==> src/rtl/hilo_muldiv_unit.sv <==
// rtl/hilo_muldiv_unit.sv - iterative multiply/divide engine with HI/LO registers
//
// Ports:
//   clk, rst_n             clock, asynchronous active-low reset
//   start, op, opa, opb    operation request (op: 00 MULT, 01 MULTU, 10 DIV, 11 DIVU)
//   hi_we, lo_we, wdata    MTHI/MTLO writes, honoured only while not busy
//   busy                   high from the cycle after start through the fix-up cycle
//   done, div_by_zero      one-cycle completion pulse and divide-by-zero indication
//   hi, lo                 architectural HI/LO registers
module hilo_muldiv_unit #(
    parameter int WIDTH = 32
) (
    input  logic             clk,
    input  logic             rst_n,
    input  logic             start,
    input  logic [1:0]       op,
    input  logic [WIDTH-1:0] opa,
    input  logic [WIDTH-1:0] opb,
    input  logic             hi_we,
    input  logic             lo_we,
    input  logic [WIDTH-1:0] wdata,
    output logic             busy,
    output logic             done,
    output logic             div_by_zero,
    output logic [WIDTH-1:0] hi,
    output logic [WIDTH-1:0] lo
);

    localparam int CW = $clog2(WIDTH);

    typedef enum logic [1:0] {
        S_IDLE = 2'd0,
        S_CALC = 2'd1,
        S_FIX  = 2'd2
    } state_t;

    state_t           state_q, state_d;
    logic [CW-1:0]    cnt_q, cnt_d;
    logic [1:0]       op_q, op_d;
    logic             neg_res_q, neg_res_d;
    logic             neg_rem_q, neg_rem_d;
    logic [WIDTH-1:0] opa_raw_q, opa_raw_d;
    // Multiplicand for multiply, divisor for divide.
    logic [WIDTH-1:0] addend_q, addend_d;
    // {acc_hi, acc_lo}: product/multiplier shift pair, or remainder/quotient pair.
    logic [WIDTH-1:0] acc_hi_q, acc_hi_d;
    logic [WIDTH-1:0] acc_lo_q, acc_lo_d;
    logic [WIDTH-1:0] hi_q, hi_d;
    logic [WIDTH-1:0] lo_q, lo_d;
    logic             busy_q, busy_d;
    logic             done_q, done_d;
    logic             dbz_q, dbz_d;

    logic             sign_a, sign_b;
    logic [WIDTH:0]   mul_sum;
    logic [WIDTH:0]   rem_shift;
    logic [WIDTH-1:0] rem_diff;
    logic [2*WIDTH-1:0] product;

    always_comb begin
        state_d   = state_q;
        cnt_d     = cnt_q;
        op_d      = op_q;
        neg_res_d = neg_res_q;
        neg_rem_d = neg_rem_q;
        opa_raw_d = opa_raw_q;
        addend_d  = addend_q;
        acc_hi_d  = acc_hi_q;
        acc_lo_d  = acc_lo_q;
        hi_d      = hi_q;
        lo_d      = lo_q;
        done_d    = 1'b0;
        dbz_d     = 1'b0;
        sign_a    = 1'b0;
        sign_b    = 1'b0;
        mul_sum   = '0;
        rem_shift = '0;
        rem_diff  = '0;
        product   = '0;

        case (state_q)
            S_IDLE: begin
                // MT writes land at this edge even when a start is accepted;
                // the result written at FIX supersedes them.
                if (hi_we) hi_d = wdata;
                if (lo_we) lo_d = wdata;
                if (start) begin
                    // op[0]=0 selects the signed variants (MULT, DIV).
                    sign_a    = ~op[0] & opa[WIDTH-1];
                    sign_b    = ~op[0] & opb[WIDTH-1];
                    state_d   = S_CALC;
                    cnt_d     = '0;
                    op_d      = op;
                    opa_raw_d = opa;
                    neg_res_d = sign_a ^ sign_b;
                    neg_rem_d = sign_a;
                    acc_hi_d  = '0;
                    acc_lo_d  = sign_a ? (~opa + 1'b1) : opa;
                    addend_d  = sign_b ? (~opb + 1'b1) : opb;
                end
            end

            S_CALC: begin
                if (!op_q[1]) begin
                    // Shift-add: the multiplier drains out of acc_lo's LSB while
                    // product bits shift in from the top.
                    mul_sum = {1'b0, acc_hi_q} + (acc_lo_q[0] ? {1'b0, addend_q} : '0);
                    {acc_hi_d, acc_lo_d} = {mul_sum, acc_lo_q[WIDTH-1:1]};
                end else begin
                    // Restoring divide; the true difference always fits in WIDTH
                    // bits because the partial remainder stays below the divisor.
                    rem_shift = {acc_hi_q, acc_lo_q[WIDTH-1]};
                    rem_diff  = rem_shift[WIDTH-1:0] - addend_q;
                    if (rem_shift >= {1'b0, addend_q}) begin
                        acc_hi_d = rem_diff;
                        acc_lo_d = {acc_lo_q[WIDTH-2:0], 1'b1};
                    end else begin
                        acc_hi_d = rem_shift[WIDTH-1:0];
                        acc_lo_d = {acc_lo_q[WIDTH-2:0], 1'b0};
                    end
                end
                cnt_d = cnt_q + 1'b1;
                if (cnt_q == CW'(WIDTH - 1)) begin
                    state_d = S_FIX;
                    cnt_d   = '0;
                end
            end

            S_FIX: begin
                state_d = S_IDLE;
                done_d  = 1'b1;
                if (!op_q[1]) begin
                    product = {acc_hi_q, acc_lo_q};
                    if (neg_res_q) product = ~product + 1'b1;
                    {hi_d, lo_d} = product;
                end else if (addend_q == '0) begin
                    // The iteration ran on a zero divisor; its result is discarded.
                    hi_d  = opa_raw_q;
                    lo_d  = '1;
                    dbz_d = 1'b1;
                end else begin
                    lo_d = neg_res_q ? (~acc_lo_q + 1'b1) : acc_lo_q;
                    hi_d = neg_rem_q ? (~acc_hi_q + 1'b1) : acc_hi_q;
                end
            end

            default: state_d = S_IDLE;
        endcase

        busy_d = (state_d != S_IDLE);
    end

    always_ff @(posedge clk or negedge rst_n) begin
        if (!rst_n) begin
            state_q   <= S_IDLE;
            cnt_q     <= '0;
            op_q      <= '0;
            neg_res_q <= 1'b0;
            neg_rem_q <= 1'b0;
            opa_raw_q <= '0;
            addend_q  <= '0;
            acc_hi_q  <= '0;
            acc_lo_q  <= '0;
            hi_q      <= '0;
            lo_q      <= '0;
            busy_q    <= 1'b0;
            done_q    <= 1'b0;
            dbz_q     <= 1'b0;
        end else begin
            state_q   <= state_d;
            cnt_q     <= cnt_d;
            op_q      <= op_d;
            neg_res_q <= neg_res_d;
            neg_rem_q <= neg_rem_d;
            opa_raw_q <= opa_raw_d;
            addend_q  <= addend_d;
            acc_hi_q  <= acc_hi_d;
            acc_lo_q  <= acc_lo_d;
            hi_q      <= hi_d;
            lo_q      <= lo_d;
            busy_q    <= busy_d;
            done_q    <= done_d;
            dbz_q     <= dbz_d;
        end
    end

    assign busy        = busy_q;
    assign done        = done_q;
    assign div_by_zero = dbz_q;
    assign hi          = hi_q;
    assign lo          = lo_q;

endmodule

==> config.mk <==
export PLATFORM = sky130hd
export DESIGN_NAME = hilo_muldiv_unit
export DESIGN_NICKNAME = d
export VERILOG_FILES = /design/src/rtl/hilo_muldiv_unit.sv
export SDC_FILE = /design/constraint.sdc
export NUM_CORES = 1
export LEC_CHECK = 0
export ABC_AREA = 1
export BUFFER_PORTS_ARGS = -buffer_cell sky130_fd_sc_hd__buf_2
export CORE_ASPECT_RATIO = 1.75
export CORE_MARGIN = 10
export CORE_UTILIZATION = 40
export DETAILED_ROUTE_END_ITERATION = 6
export HOLD_SLACK_MARGIN = 0.08
export PLACE_DENSITY = 0.58
export SETUP_SLACK_MARGIN = 0.2
export SYNTH_ARGS = -nofsm -noshare
export SYNTH_HDL_FRONTEND = slang
export SYNTH_SLANG_ARGS = --single-unit
==> constraint.sdc <==
create_clock -name clk -period 2.6 [get_ports clk]
set_input_delay 0 -clock clk [delete_from_list [all_inputs] [get_ports clk]]
set_output_delay 0 -clock clk [all_outputs]
set_load 0.005 [all_outputs]
; Word level (Yosys, flattened, before mapping)
; Index checks and enable logic that the tools add are counted.
[totals]
ff_bits = 206
out_inout_bits = 67
word_cells = 79
[op_classes]
bitwise = 9
add_sub_neg = 8
reduce_logical = 9
eq_ne = 6
n_lt_le_gt_ge = 1
mux = 32
[op_table]
columns = op, n
row1 = 2-to-1 mux 32 bit, 16
row2 = one-hot mux 32 bit (2 select lines), 4
row3 = adder 32 x 1 -> 32 bit (second input constant), 4
row4 = inverter 32 bit, 4
row5 = adder 64 x 1 -> 64 bit (second input constant), 1
row6 = 2-to-1 mux 64 bit, 1
row7 = inverter 64 bit, 1
row8 = adder 32 x 32 -> 33 bit, 1
row9 = greater-or-equal comparator 33 x 32 -> 1 bit, 1
row10 = logical NOT 32 bit, 1
row11 = subtractor 32 bit, 1
row12 = 2-to-1 mux 5 bit, 2
row13 = one-hot mux 5 bit (2 select lines), 1
row14 = AND reduction 2 bit, 4
row15 = inequality test 2 bit (second input constant), 3
row16 = nonzero test 2 bit, 3
row17 = adder 5 x 1 -> 5 bit (second input constant), 1
row18 = == test 5 bit (second input constant), 1
row19 = 2-to-1 mux 1 bit, 5
row20 = 2-to-1 mux 2 bit, 2
row21 = one-hot mux 2 bit (2 select lines), 1
row22 = AND 1 bit, 2
row23 = == test 2 x 1 -> 1 bit (second input constant), 1
row24 = == test 2 bit (second input constant), 1
row25 = other kinds (3), 3

; Logic depth before layout (Yosys ltp)
[logic_depth]
depth_word = 6
depth_mapped = 20

; Worst setup path before layout
; OpenSTA, ideal clock, no wires.
[synth_timing]
path_kind = register -> register
startpoint = reg acc_lo_q[0]
endpoint = reg acc_hi_q[31]
setup_ns = 0.066
path_stages_with_launch = 19
t_required_ns = 2.534
arrival_time_ns = 2.432
slack_ns = 0.102
cell_sequence = dfrtp_1 -> buf_2 -> clkbuf_1 -> nand2_1 -> inv_1 -> ha_1 -> inv_1 -> fa_1 -> o21ai_0 -> inv_1 -> o21bai_1 -> nand3_1 -> nand3_1 -> nand2_1 -> nand2_1 -> nand2_1 -> inv_1 -> nand2_1 -> nand2_1
[synth_via]
elab_chain_cells = 4
[synth_rtl]
columns = element, line_no
row1 = start: declaration, 47  ; logic [WIDTH-1:0] acc_lo_q, acc_lo_d;
row2 = start signal: assignment, 178  ; acc_lo_q <= acc_lo_d;
row3 = 2-to-1 mux 32 bit, 107  ; mul_sum = {1'b0, acc_hi_q} + (acc_lo_q[0] ? {1'b0, addend_q} : '0);
row4 = adder 32 x 32 -> 33 bit, 107
row5 = 2-to-1 mux 32 bit, 104  ; if (!op_q[1]) begin
row6 = one-hot mux 32 bit (2 select lines), 81  ; case (state_q)
row7 = end signal: assignment, 177  ; acc_hi_q <= acc_hi_d;
row8 = end: declaration, 46  ; logic [WIDTH-1:0] acc_hi_q, acc_hi_d;
; No other way between the ends.
; A chain may end at the register's enable or synchronous reset.

; Final worst setup path
[layout_timing]
startpoint = reg acc_lo_q[0]
endpoint = reg acc_hi_q[18]
; Same word-level chain as after synthesis.

==> impl_metrics.toml <==
[timing]
slew_violations = 0
fin_tns_setup_ps = -1.29
timing.fmax_ghz = 0.384
rsz0062_at_grt = "yes"
setup_viol = 1
min_period_over_period_pct = 100
worstMarginPinSlew_ps = 784
maxSlewHeadroom_pct = 47.7
fin_crit_ps = 2600
finalClockSkew_ps = 10.0
worst_hold_slack_ps = 258
finalHoldViolCount = 0
final.setup.worst_slack_ps = -1.29

[clocking]
cts.path.max_buffers = 3
cts-buffers-inserted = 24
clk_transition_reported_paths_ps = 70
cts_sinks = 205
worstSkewPairLatency_ps = 570
cts_tree = "done"
clock-root-buffer = "clkbuf_16"
htree_levels = 1

[synth]
syn_nets = 3465
synth_edf_count = 0
syn_area_um2 = 19500
syn_inst = 3290
ys.warnings.count = 0
synth_seq_cells = 205
ys.flop_type = "dfrtp_1"
yosysUniqueCellTypes = 53
syn_area_per_cell_um2 = 5.93
seq_area_frac_synth_pct = 26.3
synthArstFlopShare_pct = 100

[routing]
vias_per_cell = 5.65
drtAntennaViolNets = 0
routed_wl_um = 117000
wl_per_cell_um = 25.5
drc = 0
drtIter0Drc = 2288
dr_wl_met2_um = 58900
routed-wl-met3_um = 6940
num_vias = 26000
highest_layer = "met5"
drt-met1-wl_um = 35300
drtPass1Iterations = 6

[placed_design]
port_buffers = 169
hpwl_um = 89900
dp_cells = 4368
place_congestion = 1.05

[setup_path]
path_buf_inv = 7
path_delay_family = "buffers and inverters"
crit_slowest_cell = "dfrtp_2"
crit_required_ps = 3060
arrival_ps = 3060
critPathMaxFanout = 5
crit_type = "register to register"
max_stage_delay_ps = 460
path_cells = "buf_12 -> clkbuf_16 -> nand2_4 -> inv_4 -> ha_4 -> nand2_8 -> nor2_4 -> inv_2 -> buf_4 -> a21oi_4 -> o21ai_2 -> buf_6 -> nand4_1 -> nand3_2 -> nand2_2 -> inv_2 -> nand2_2 -> nand2_1"
start_kind = "register"
critPathCaptureType = "register"

[power]
ir_drop_uv = 1210
leakagePower_nw = 14.0
power-per-cell-area_nw_per_um2 = 1610

[grt]
grt_pass1_vias = 26000
grtUsageTotal_pct = 38.0
grt_max_degree = 108
antenna_found_initial = 2
grt_overflow = 0
grt_pass1_wl_um = 166000

[floorplanning]
io_pins = 170
dieArea_um2 = 58300
die_w_um = 187
row_count = 107
coreArea_um2 = 48500
initial_core_util_pct = 40.2
die_h_um = 312

[layout]
syn_to_final_growth_pct = 49.4
final_cells = 4593
final_nets = 4096
drive_gt1_share_pct = 29.9
final_cell_mix = "849 x nand2_1, 363 x buf_4, 347 x inv_1"
final_common_cell = "nand2_1"

[hold_path]
hold_path_class = "input port to register"

[status]
violations = "setup timing"
status = "complete, but fails checks"

[run]
max-cap-violations = 0
## sequential cells by signal (all words and copies together), names as in the netlist
register / count
acc_hi_q: 32
opa_raw_q: 32
done: 1
op_q: 1
hi: 32
lo: 32
div_by_zero: 1
neg_res_q: 1
neg_rem_q: 1
busy: 1
state_q: 2
acc_lo_q: 32
cnt_q: 5
addend_q: 32
## synthesized netlist by cell type, types with 6 or more instances
cell,n,share of area (%)
buf_1,12,0.23
a21o_1,7,0.27
buf_2,30,0.77
inv_2,13,0.25
xor2_1,53,2.4
nor4_1,7,0.22
nor2_4,6,0.35
nand2_2,6,0.19
o211ai_1,7,0.27
a21oi_1,224,5.8
nor2_2,19,0.61
nand3b_1,10,0.39
nand2_1,966,19
ha_1,70,4.5
nor3_1,28,0.72
a21oi_2,7,0.31
o21ai_2,6,0.27
a31oi_1,25,0.80
o21ai_1,14,0.36
dfrtp_1,205,26
clkbuf_1,67,1.3
inv_1,407,7.8
buf_4,6,0.23
o21ai_0,213,5.5
xnor2_1,7,0.31
nor2_1,410,7.9
nand4_1,45,1.4
o21bai_1,7,0.27
nand3_1,373,9.6
## logic make-up after synthesis
group | count (synthesis) | share of synthesized area, %
compound gates | 528 | 14.5
simple gates | 1885 | 40.8
mux | 1 | 0.0513
flops | 205 | 26.3
xor+xnor | 60 | 2.70
buf+inv | 539 | 10.9
fa+ha+maj | 72 | 4.70
## stage by stage
stage | power [mW] | utilization, % | setup slack (ps) | area (um^2)
after CTS | 42.4 | 56.4 | 56.4 | 27300
after detailed placement | 35.1 | 49.0 | -676 | 23800
after floorplan | 20.8 | - | 202 | 19500
after global routing | 49.4 | 60.1 | -172 | 29100
final | 47.0 | 60.1 | -1.29 | 29100
after global placement | 34.9 | 49.0 | -650 | 23800
## report_power, final
| part | leakage, nW | switching [mW] | internal, mW |
|---|---|---|---|
| sequential | 2.38 | 1.77 | 4.83 |
| combinational | 11.3 | 21.9 | 14.9 |
| clock | 0.366 | 1.63 | 1.97 |
## worst paths after layout
| check | endpoint | slack [ps] | cells after the start | from |
|---|---|---|---|---|
| setup reg to reg | acc_hi_q[18] | -1 | 18 | acc_lo_q[0] |
| max in group asynchronous | lo[22] | 940 | 4 | rst_n |
| hold / removal | neg_res_q | 260 | 3 | opb[31] |
| hold reg to reg | opa_raw_q[15] | 490 | 2 | opa_raw_q[15] |
| min in group asynchronous | lo[13] | 570 | 3 | rst_n |
| setup / recovery | acc_hi_q[18] | -1 | 18 | acc_lo_q[0] |
## area by class of cell
type,count,area [um^2]
Inverter,420,1630
Antenna cell,1,2.50
Timing Repair Buffer,723,5940
Tap cell,654,818
Sequential cell,205,5160
Clock buffer,29,639
Multi-Input combinational cell,2547,14800
Clock inverter,14,156
Fill cell,4669,19300
## per-layer routing
| layer | global-route usage (%) | vias up |
|---|---|---|
| met4 | 42.2 | 4 |
| met2 | 69.2 | 1314 |
| li1 | - | 11900 |
| met5 | 0 | - |
| met3 | 5.40 | 543 |
| met1 | 33.7 | 12200 |
## worst min-delay path, stage by stage
cell and delay [ps]:
dlygate4sd3_1 520, buf_2 130, o221ai_1 110
## repair_timing
action                                 in CTS  in global routing
setup endpoints to repair                  80                 93
resized for setup                         359                327
cloned                                      3                  3
buffers inserted                           18                 41
hold buffers                              116                  0
pin swaps                                  44                109
endpoints found under the hold margin     365                  0
Power figures use the tool's default switching activity.
